File: src/rtl/shift_reg_usr_pkg.sv
// Shared definitions for the universal shift register: mode encodings
// and a small helper for the shift-frame counter.
package shift_reg_usr_pkg;

  typedef enum logic [1:0] {
    MODE_HOLD = 2'b00,
    MODE_SHR  = 2'b01,
    MODE_SHL  = 2'b10,
    MODE_LOAD = 2'b11
  } mode_e;

  // True for modes that move data serially and therefore advance the frame counter.
  function automatic logic is_shift(input mode_e m);
    return (m == MODE_SHR) || (m == MODE_SHL);
  endfunction

endpackage : shift_reg_usr_pkg

File: src/rtl/shift_reg_usr_dff_r.sv
// Single D flip-flop with asynchronous active-low reset; the storage
// primitive for every state bit of the shift register.
module shift_reg_usr_dff_r (
  input  logic clk,
  input  logic reset_n,
  input  logic d,
  output logic q
);

  // NOTE: sequential state uses non-blocking assignment so all flops sample together.
  always_ff @(posedge clk or negedge reset_n) begin
    if (!reset_n) q <= 1'b0;
    else          q <= d;
  end

endmodule : shift_reg_usr_dff_r

File: src/rtl/shift_reg_usr.sv
// Universal shift register (hold / shift right / shift left / load) with
// a frame counter that pulses frame_done once per WIDTH consecutive shifts.
module shift_reg_usr
  import shift_reg_usr_pkg::*;
#(
  parameter int WIDTH = 4,
  parameter int CW    = 2
) (
  input  logic             clk,
  input  logic             reset_n,
  input  logic             clr_n,
  input  logic [1:0]       mode,
  input  logic             sin_r,
  input  logic             sin_l,
  input  logic [WIDTH-1:0] d_in,
  output logic [WIDTH-1:0] q,
  output logic             so_r,
  output logic             so_l,
  output logic [CW-1:0]    shift_cnt,
  output logic             frame_done
);

  localparam logic [CW-1:0] CNT_LAST = CW'(WIDTH - 1);

  mode_e            mode_s;
  logic [WIDTH-1:0] reg_d, reg_q;
  logic [WIDTH-1:0] shr_src, shl_src;
  logic [CW-1:0]    cnt_d, cnt_q;
  logic             done_d, done_q;

  assign mode_s  = mode_e'(mode);
  assign shr_src = {sin_r, reg_q[WIDTH-1:1]};
  assign shl_src = {reg_q[WIDTH-2:0], sin_l};

  // Per-bit 4:1 next-state mux; clear gates the d inputs rather than the async reset.
  // NOTE: every always_comb output gets a default first so no latch can be inferred.
  always_comb begin
    reg_d = reg_q;
    for (int i = 0; i < WIDTH; i++) begin
      unique case (mode_s)
        MODE_HOLD: reg_d[i] = reg_q[i];
        MODE_SHR:  reg_d[i] = shr_src[i];
        MODE_SHL:  reg_d[i] = shl_src[i];
        MODE_LOAD: reg_d[i] = d_in[i];
        default:   reg_d[i] = reg_q[i];
      endcase
    end
    if (!clr_n) reg_d = '0;
  end

  // Frame counter: direction changes keep counting, load/clear restart the frame.
  always_comb begin
    cnt_d  = cnt_q;
    done_d = 1'b0;
    if (!clr_n || mode_s == MODE_LOAD) begin
      cnt_d = '0;
    end else if (is_shift(mode_s)) begin
      if (cnt_q == CNT_LAST) begin
        cnt_d  = '0;
        done_d = 1'b1;
      end else begin
        cnt_d = cnt_q + 1'b1;
      end
    end
  end

  for (genvar gi = 0; gi < WIDTH; gi++) begin : g_reg
    shift_reg_usr_dff_r u_dff (
      .clk     (clk),
      .reset_n (reset_n),
      .d       (reg_d[gi]),
      .q       (reg_q[gi])
    );
  end

  for (genvar gc = 0; gc < CW; gc++) begin : g_cnt
    shift_reg_usr_dff_r u_dff (
      .clk     (clk),
      .reset_n (reset_n),
      .d       (cnt_d[gc]),
      .q       (cnt_q[gc])
    );
  end

  shift_reg_usr_dff_r u_done (
    .clk     (clk),
    .reset_n (reset_n),
    .d       (done_d),
    .q       (done_q)
  );

  assign q          = reg_q;
  assign so_r       = reg_q[0];
  assign so_l       = reg_q[WIDTH-1];
  assign shift_cnt  = cnt_q;
  assign frame_done = done_q;

endmodule : shift_reg_usr
File: config.mk
export PLATFORM = sky130hd
export DESIGN_NAME = shift_reg_usr
export DESIGN_NICKNAME = d
export VERILOG_FILES = /design/src/rtl/shift_reg_usr_pkg.sv /design/src/rtl/shift_reg_usr_dff_r.sv /design/src/rtl/shift_reg_usr.sv
export SDC_FILE = /design/constraint.sdc
export NUM_CORES = 1
export LEC_CHECK = 0
export BUFFER_PORTS_ARGS = -buffer_cell sky130_fd_sc_hd__buf_2
export CORE_AREA = 8 8 45 47
export DETAILED_ROUTE_END_ITERATION = 7
export DIE_AREA = 0 0 53 55
export PLACE_DENSITY = 0.69
export SLEW_MARGIN = 20
export SYNTH_ARGS = -nofsm -noshare
export SYNTH_HDL_FRONTEND = slang
export SYNTH_SLANG_ARGS = --single-unit
export TNS_END_PERCENT = 1
File: constraint.sdc
create_clock -name clk -period 2.55 [get_ports clk]
set_clock_uncertainty 0.2 [all_clocks]
set_input_delay 0.3825 -clock clk [delete_from_list [all_inputs] [get_ports clk]]
set_output_delay 0.3825 -clock clk [all_outputs]
set_load 0.02 [all_outputs]
==> run metrics, run 1 <==
initial cell density of the core=0.3373; remaining antenna violation count after routing=0; data required time at the worst endpoint=2530 ps; Critical Path Start=g_cnt[0].u_dff.q; share of Yosys cell area claimed by the top area cell type=0.3753; antenna violations before repair=0; most instantiated library cell after synthesis=sky130_fd_sc_hd__dfrtp_1; cells traversed along the worst timing path=ha_1, or3b_2, a21oi_1; Clock Path Buffers=2; number of flops mapped to enable cells by yosys=0; number of max-slew violations in the final report=0; Routed WL=968 um; cell with the largest stage delay on the worst path=sky130_fd_sc_hd__or3b_2; crit-path leading delay family=simple AND/OR/NAND/NOR gates; root buf cell=sky130_fd_sc_hd__clkbuf_4; portion of the post-synthesis area used by sequential elements=0.3753; total count of hold-check failures in the final report=0; total clock sinks=7; most numerous cell types in the synthesized netlist=7 x sky130_fd_sc_hd__dfrtp_1, 6 x sky130_fd_sc_hd__buf_4, 4 x sky130_fd_sc_hd__a221o_1, 4 x sky130_fd_sc_hd__ha_1, 4 x sky130_fd_sc_hd__nor3b_1; slew at the pin closest to its max-slew limit=between 200 and 300 ps; Synth async-reset ratio=1.000; synthesized instance count=42; Via Count=about 400; cell depth of the worst hold path=2; Remaining Overflow, GRT=0; static leakage power=a little under 0.0003 uW; final estimated routing congestion in global placement=0.7561; layout cell share with drive strength beyond 1=0.4310; number of cell instances on the worst register-to-register path=3; clock tree from TritonCTS=done; minimum setup slack among reg-to-reg paths=between 1000 and 1500 ps; Max-cap violations=0; Worst R2R End=g_cnt[0].u_dff.q; CP Capture Type=register; iteration-0 DRC count of the detailed router=9; Die W=about 53 um; Crit Path Category=register to register; power per cell area=530.7 mW/mm2; CP Buf/Inv Count=0; die height=approximately 55 um; result of the run=finished, final reports clean; relative contribution of the clock network to total power=0.333; growth of design area from synthesis to finish=17.96%; top cells by area in the synthesized netlist=sky130_fd_sc_hd__dfrtp_1 38%, sky130_fd_sc_hd__ha_1 11%, sky130_fd_sc_hd__buf_4 9.7%, sky130_fd_sc_hd__a221o_1 8.6%, sky130_fd_sc_hd__nor3b_1 6.4%; vias in the first global route=roughly 360; fin cells=74; headroom to the max-slew limit=0.8089; warning count from the yosys run=0; maximum number of pins on one net before global-route repair=10; number of rows created at floorplan=14; placed cell count=about 70; number of diodes=0; Distinct cells, synth=15; GR Util All Layers=0.07701; path type of the worst min-delay path=input pin to register; maximum resistive drop on vdd=roughly 0.00013 V; main flop type after synthesis=sky130_fd_sc_hd__dfrtp_1; remaining design rule violation count=0; total of buffers placed on input and output ports=19; capture endpoint of the worst hold path=g_reg[0].u_dff.q; biggest cell delay along the critical path=470 ps; per-cell routed wire length=between 10 and 15 um; synthesized flop and latch total=7; post-synth net total=57; global-route wire length before repair=around 1.6 mm; core area=0.001384 mm2; number of vias per cell=5.257; switching part of the total=0.2796; cell taking the most area after synthesis=sky130_fd_sc_hd__dfrtp_1; cell-internal power=between 200 and 250 uW; mean post-synth cell area=11.11 um2; number of ports placed on the die boundary=20; worst-skew pair later-pin latency=250 ps; Peak Freq=approximately 670 MHz; RSZ-0062 raised after global routing=false; hold_sp=clr_n; combined area of all synthesized cells=about 470 um2; logic gate share of total power=0.236; critical path data arrival time=approximately 1500 ps; RR Startpoint=g_cnt[0].u_dff.q; ratio of final minimum period to clock period=0.5897; CP startpoint kind=register; CP max FO=4; Setup Total Neg Slack=0 ps; half-perimeter wire length after detailed placement=a little over 800 um; FILL cells=150; sequential power share=0.431; area enclosed by the die boundary=0.002915 mm2; router iterations before antenna repair=2; number of levels the H-tree was split into=1; Worst-path clk slew=50 ps; P_sw=roughly 82 uW; minimum clock period after layout=1504 ps; number of setup violations in the final report=0; number of buffers created by CTS=3; number of nets in the layout=74
[logic make-up (layout without fill, tap and decap cells)]
| kind of cell | count (synthesis) | count (layout) | synth area share |
|---|---|---|---|
| muxes | 1 | 1 | 0.02145 |
| adders and majority gates | 4 | 4 | 0.1072 |
| buffers and inverters | 11 | 27 | 0.1689 |
| and+or+nand+nor | 10 | 10 | 0.1340 |
| AOI/OAI and AO/OA | 9 | 9 | 0.1930 |
| DFF | 7 | 7 | 0.3753 |
[area by class of cell]
| type | count | area (um2) | area share |
|---|---|---|---|
| inverters | 3 | 11.26 | 0.02045 |
| well taps | 16 | 20.02 | 0.03636 |
| multi-input cells | 24 | 212.7 | 0.3864 |
| repair buffers | 20 | 105.1 | 0.1909 |
| flip-flops and latches | 7 | 175.2 | 0.3182 |
| clock buffers | 4 | 26.28 | 0.04773 |
[through the flow]
step | util | total power, uW | hold WS [ps] | cell area (um2) | setup WS (ps)
floorplan | - | 182.5 | -113.1 | 466.7 | 956.6
global placement | 0.3716 | 194.9 | 15.78 | 514.2 | 836.9
detailed placement | 0.3716 | 196.5 | 15.66 | 514.2 | 824.6
CTS | 0.3978 | 297.3 | 211.4 | 550.5 | 1046
global route | 0.3978 | 309.6 | 208.9 | 550.5 | 1004
finish | 0.3978 | 292.2 | 221.0 | 550.5 | 1046
[flip-flops by register name (all words and copies together), names as in the netlist]
| name | count |
|---|---|
| g.u_dff.q | 4 |
| g_cnt.u_dff.q | 2 |
| u_done.q | 1 |
[power groups by stage]
stage                     Sequential [uW]  Clock (uW)  Combinational, uW
final                                 126        97.2               69.0
after global routing                  127         107               75.0
after CTS                             126         101               70.0
after detailed placement              128           0               68.6
after global placement                127           0               67.6
after floorplan                       129           0               53.2
[metal layers]
metal,GRT usage,up-vias,routed length (um)
li1,-,182,-
met1,0.07430,183,372
met2,0.1094,20,394
met3,0.03209,4,146
met4,0.1034,0,54
met5,0,-,0
[worst reg2reg max path, stage by stage, from the launching register on]
cell and delay, ps:
sky130_fd_sc_hd__dfrtp_1 410, sky130_fd_sc_hd__ha_1 230, sky130_fd_sc_hd__or3b_2 470, sky130_fd_sc_hd__a21oi_1 130
[placed cells by master (no fill, tap or decap), drive strengths merged]
master       netlist  layout
dfrtp              7       7
nand2              1       1
inv                3       3
dlygate4sd3        0       1
ha                 4       4
nor2               2       2
buf                8      19
a221o              4       4
nor3b              4       4
o221a              4       4
mux2i              1       1
a21oi              1       1
nand2b             2       2
or3b               1       1
clkbuf             0       4
[worst max path at each step]
stage / to / slack [ps] / depth (start not counted)
finish: g_cnt[0].u_dff.q / 1050 / 3
CTS: g_cnt[0].u_dff.q / 1050 / 3
detailed placement: g_reg[0].u_dff.q / 820 / 5
global route: g_cnt[0].u_dff.q / 1000 / 5
global placement: g_cnt[0].u_dff.q / 840 / 5
floorplan: g_reg[2].u_dff.q / 960 / 5
[repair_timing]
item | in CTS | in global routing
gates resized for setup | 0 | 0
hold endpoints to repair | 7 | 0
buffers inserted | 0 | 0
hold buffers | 1 | 0
Note: power is estimated with default switching activity, not from simulation.
==> run 2: changes to the inputs <==
- PLACE_DENSITY: 0.69 -> 0.71
- clock period: 2.55 -> 1.3 ns (I/O delays scaled with it)
==> run 2 against run 1 <==
  * The run now ends with negative setup slack left
  * Die area stayed put
  * Wire length is 0.21% higher
  * Maximum frequency is 15% higher
  * Total power is 110% higher
  * Critical path depth stayed put
  * Register-to-register slack worse by 1100 ps
  * Via count is 2.6% lower
  * Combinational power is 140% higher
  * Largest power group unchanged
==> run metrics, run 2 (synthesis results as in run 1) <==
Core Util, Final=0.4448 (+0.04702); router iterations before antenna repair=2 (unchanged); Max-cap violations=0 (unchanged); number of diodes=0 (unchanged); sum of routed wire segments on met1=341 um (-8.3%); area enclosed by the die boundary=0.002915 mm2 (unchanged); Routed WL=970 um (+0.21%); remaining design rule violation count=0 (unchanged); Crit Path Category=register to register; fin cells=79 (+6.8%); most common library cell in the layout ignoring fill and taps=sky130_fd_sc_hd__buf_2; cells traversed along the worst timing path=ha_2, or3b_4, a21oi_2; maximum number of pins on one net before global-route repair=9 (-1); number of buffers created by CTS=3 (unchanged); clock tree from TritonCTS=done; total of buffers placed on input and output ports=19 (unchanged); path type of the worst min-delay path=input pin to register; global-route wire length before repair=1.476 mm (-4.9%); headroom to the max-slew limit=0.8767 (+0.06779); core area=0.001384 mm2 (unchanged); RSZ-0062 raised after global routing=true; number of ports placed on the die boundary=20 (unchanged); number of nets in the layout=79 (+6.8%); result of the run=finished, violations left; growth of design area from synthesis to finish=31.90%; iteration-0 DRC count of the detailed router=2 (-7); CP max FO=2 (-2); number of rows created at floorplan=14 (unchanged); critical path data arrival time=1290 ps (-190 ps); Setup Total Neg Slack=-12.26 ps (-12.26 ps); violated checks=negative setup slack; static leakage power=0.0003174 uW (+6.8%); cell with the largest stage delay on the worst path=sky130_fd_sc_hd__dfrtp_1; FILL cells=139 (-7.3%); max FFs per register=4 (unchanged); power per cell area=980.7 mW/mm2 (+85%); Via Count=379 (-2.6%); crit-path leading delay family=flip-flops; pre-CTS setup slack=-111.0 ps (-935.6 ps); data required time at the worst endpoint=1280 ps (-1250 ps); number of levels the H-tree was split into=1 (unchanged); number of vias per cell=4.797 (-8.7%); CP Capture Type=register; Clock Path Buffers=2 (unchanged); root buf cell=sky130_fd_sc_hd__clkbuf_4; antenna violations before repair=0 (unchanged); CP startpoint kind=register; slew at the pin closest to its max-slew limit=184.6 ps (-102.1 ps); largest reg by FF count=g.u_dff.q; number of setup violations in the final report=1 (+1); minimum setup slack among reg-to-reg paths=-10 ps (-1060 ps); GR Util All Layers=0.06879 (-0.008213); ratio of final minimum period to clock period=1.009 (+0.4198); CP Buf/Inv Count=0 (unchanged); Die W=53 um (unchanged); largest registers ranked by flip-flop count=g.u_dff.q x4, g_cnt.u_dff.q x2, u_done.q x1; placed cell count=74 (+7.2%); total clock sinks=7 (unchanged); Remaining Overflow, GRT=0 (unchanged); minimum clock period after layout=1312 ps (-191.4 ps); maximum resistive drop on vdd=0.0002350 V (+82%); total length of routed met3 wires=112 um (-23%); met2 wire len=507 um (+29%); per-cell routed wire length=12.28 um (-6.1%); die height=55 um (unchanged); Setup Fix Bufs, Post-CTS=0 (unchanged); Peak Freq=762.0 MHz (+15%); biggest cell delay along the critical path=380 ps (-90 ps); remaining antenna violation count after routing=0 (unchanged); worst setup margin=-12.26 ps (-1059 ps); worst-skew pair later-pin latency=250 ps (about the same); number of max-slew violations in the final report=0 (unchanged); top routing layer in use=met4; final estimated routing congestion in global placement=0.7458 (-1.4%); final total power=603.7 uW (+110%); Worst-path clk slew=50 ps (about the same); vias in the first global route=374 (+3.6%); initial cell density of the core=0.3373 (unchanged); half-perimeter wire length after detailed placement=846.3 um (+2.5%); layout cell share with drive strength beyond 1=0.5714 (+0.1404); total count of hold-check failures in the final report=0 (unchanged); commonest cells after routing, fill and taps aside=17 x sky130_fd_sc_hd__buf_2, 6 x sky130_fd_sc_hd__dfrtp_1, 5 x sky130_fd_sc_hd__buf_4
[run 2: cell types whose count changed in the layout (fill, tap and decap cells not counted), sizes merged]
cell	before	now
buf	19	24
[run 2: cell type report]
cell class / count / area, um2 / share of cell area
well taps: 16 / 20.02 / 0.03252
flip-flops and latches: 7 / 176.4 / 0.2866
repair buffers: 25 / 155.1 / 0.2520
multi-input cells: 24 / 226.5 / 0.3679
inverters: 3 / 11.26 / 0.01829
clock buffers: 4 / 26.28 / 0.04268
[run 2: worst paths after layout]
check | startpoint | end | depth (start not counted)
min in group asynchronous | reset_n | u_done.q | 2
min reg2reg | g_reg[0].u_dff.q | g_reg[0].u_dff.q | 1
min | clr_n | g_reg[0].u_dff.q | 2
max | g_cnt[0].u_dff.q | g_cnt[0].u_dff.q | 3
max in group asynchronous | reset_n | g_reg[0].u_dff.q | 2
max reg2reg | g_cnt[0].u_dff.q | g_cnt[0].u_dff.q | 3
[run 2: timing repair]
action	4_1_cts	5_1_grt
pin swaps	2	3
resized for setup	4	0
hold endpoints to repair	7	0
endpoints found under the setup margin	3	6
hold buffers	1	0
[run 2: metrics by stage]
stage               area (um2)  hold slack [ps]
finish                   615.6            24.25
global route             615.6            22.44
CTS                      615.6            20.17
detailed placement       566.8           -165.1
global placement         566.8           -170.4
floorplan                481.7           -300.6
[run 2: where the power goes]
| part | internal, uW | switching [uW] | leakage [uW] |
|---|---|---|---|
| Sequential | 233 | 12.6 | 0.0000922 |
| Combinational | 85.2 | 79.7 | 0.000210 |
| Clock | 117 | 76.2 | 0.0000150 |
| Total | 435 | 169 | 0.000317 |
[run 2: routing by layer]
layer / GRT usage / vias up
met3: 0.02674 / 2
met2: 0.1133 / 15
met5: 0 / -
met4: 0.06466 / 0
li1: - / 193
met1: 0.06512 / 169
==> run 3: changes to the inputs <==
- PLACE_DENSITY: 0.71 -> 0.69
- clock period: 1.3 -> 1.47 ns (I/O delays scaled with it)
==> run 3 against run 2 <==
  * The run now ends clean
  * Total power shrank 12%
  * Count of clock-buffer cells in the layout is the same
  * Utilization shrank 1.5 points
  * Non-clock buffer count is the same
  * First-iteration DRC count grew to 3.5 times the previous value
  * Setup slack gained 100 ps
  * Critical path type unchanged
==> run metrics, run 3 (synthesis results as in run 1) <==
ratio of final minimum period to clock period=0.9388 (-0.07058); Max-cap violations=0 (unchanged); number of ports placed on the die boundary=20 (unchanged); core area=0.001384 mm2 (unchanged); Stages on worst setup path=3 (unchanged); minimum setup slack among reg-to-reg paths=90 ps (+100 ps); vias in the first global route=382 (+2.1%); total clock sinks=7 (unchanged); Worst-path clk slew=50 ps (about the same); maximum number of pins on one net before global-route repair=8 (-1); number of max-slew violations in the final report=0 (unchanged); GR Util All Layers=0.07967 (+0.01088); pre-CTS setup slack=-61.04 ps (+49.93 ps); critical path data arrival time=1360 ps (+70 ps); die height=55 um (unchanged); per-cell routed wire length=13.08 um (+6.5%); number of rows created at floorplan=14 (unchanged); result of the run=finished, final reports clean; number of vias per cell=4.924 (+2.6%); commonest cells after routing, fill and taps aside=19 x sky130_fd_sc_hd__buf_2, 7 x sky130_fd_sc_hd__dfrtp_1, 5 x sky130_fd_sc_hd__buf_4; worst-skew pair later-pin latency=250 ps (about the same); final total power=529.2 uW (-12%); biggest cell delay along the critical path=400 ps (+20 ps); antenna violations before repair=0 (unchanged); total of buffers placed on input and output ports=19 (unchanged); initial cell density of the core=0.3373 (unchanged); slew at the pin closest to its max-slew limit=204.9 ps (+20.27 ps); path type of the worst min-delay path=input pin to register; number of diodes=0 (unchanged); Remaining Overflow, GRT=0 (unchanged); worst setup margin=89.89 ps (+102.1 ps); hold slack final=51.66 ps (+27.42 ps); area enclosed by the die boundary=0.002915 mm2 (unchanged); headroom to the max-slew limit=0.8634 (-0.01325); static leakage power=0.0003239 uW (+2.1%); minimum clock period after layout=1380 ps (+67.85 ps); Setup Fix Bufs, Post-CTS=0 (unchanged); max FFs per register=4 (unchanged); final estimated routing congestion in global placement=0.8022 (+7.6%); Die W=53 um (unchanged); hold_sp=clr_n; CP max FO=2 (unchanged); layout cell share with drive strength beyond 1=0.4921 (-0.07937); total count of hold-check failures in the final report=0 (unchanged); RSZ-0062 raised after global routing=false; CP Buf/Inv Count=0 (unchanged); Peak Freq=724.6 MHz (-4.9%); Crit Path Category=register to register; number of setup violations in the final report=0 (-1); router iterations before antenna repair=2 (unchanged); clock tree from TritonCTS=done; placed cell count=74 (unchanged); CP startpoint kind=register; largest reg by FF count=g.u_dff.q; data required time at the worst endpoint=1450 ps (+170 ps); global-route wire length before repair=1.676 mm (+14%); Worst R2R End=g_cnt[0].u_dff.q; CP Capture Type=register; number of levels the H-tree was split into=1 (unchanged); largest registers ranked by flip-flop count=g.u_dff.q x4, g_cnt.u_dff.q x2, u_done.q x1; remaining antenna violation count after routing=0 (unchanged); number of nets in the layout=79 (unchanged); growth of design area from synthesis to finish=27.35%; Clock Path Buffers=2 (unchanged); Via Count=389 (+2.6%); fin cells=79 (unchanged); maximum resistive drop on vdd=0.0002500 V (+6.4%); root buf cell=sky130_fd_sc_hd__clkbuf_4; iteration-0 DRC count of the detailed router=7 (+5); remaining design rule violation count=0 (unchanged); capture endpoint of the worst hold path=g_reg[2].u_dff.q; Routed WL=1.033 mm (+6.5%); cell depth of the worst hold path=2 (unchanged); number of buffers created by CTS=3 (unchanged); crit-path leading delay family=simple AND/OR/NAND/NOR gates; most common library cell in the layout ignoring fill and taps=sky130_fd_sc_hd__buf_2; cell with the largest stage delay on the worst path=sky130_fd_sc_hd__or3b_4; number of cell instances on the worst register-to-register path=3 (unchanged); half-perimeter wire length after detailed placement=844.1 um (-0.26%); cells traversed along the worst timing path=ha_1, or3b_4, a21oi_2; Core Util, Final=0.4295 (-0.01537); power per cell area=890.5 mW/mm2 (-9.2%); RR Startpoint=g_cnt[0].u_dff.q
==> run 3: cell counts in the layout (fill, tap and decap cells not counted) <==
Identical to the previous run, type by type.
==> run 3: layer usage <==
metal	share of wire	GRT usage	vias to the layer above	wire [um]
met4	0.022	0.07759	0	23
met3	0.11	0.02139	3	118
met1	0.44	0.09414	175	459
met2	0.42	0.1133	19	431
li1	-	-	192	-
met5	0	0	-	0
==> run 3: what timing repair did <==
item                       CTS  global route
setup endpoints to repair    0             1
hold buffers                 1             0
resized for setup            0             2
hold endpoints to repair     7             0
==> run 3: power by group <==
group | total [uW] | switching [uW] | internal (uW) | leakage, uW
logic | 140 | 70.4 | 70.0 | 0.000215
registers | 217 | 11.2 | 206 | 0.0000936
clock network | 172 | 68.5 | 103 | 0.0000150
total | 529 | 150 | 379 | 0.000324
==> run 3: worst max-delay path by stage <==
| stage | from | to | slack [ps] |
|---|---|---|---|
| after global placement | mode[0] | g_reg[2].u_dff.q | -40 |
| after CTS | g_cnt[0].u_dff.q | g_cnt[0].u_dff.q | 20 |
| after floorplan | mode[0] | g_reg[2].u_dff.q | 40 |
| final | g_cnt[0].u_dff.q | g_cnt[0].u_dff.q | 90 |
| after global routing | g_cnt[0].u_dff.q | g_cnt[0].u_dff.q | 10 |
| after detailed placement | mode[0] | g_reg[3].u_dff.q | -60 |
==> run 3: layout make-up <==
class	count	area (um2)
clock buffers	4	26.28
fillers	141	789.5
inverters	3	11.26
multi-input cells	24	219.0
flip-flops and latches	7	175.2
well taps	16	20.02
repair buffers	25	142.6
==> run 3: metrics by stage <==
step | instance area (um2) | setup TNS, ps
global route | 594.3 | 0
CTS | 588.1 | 0
detailed placement | 551.8 | -202.3
global placement | 551.8 | -173.1
floorplan | 466.7 | 0
finish | 594.3 | 0
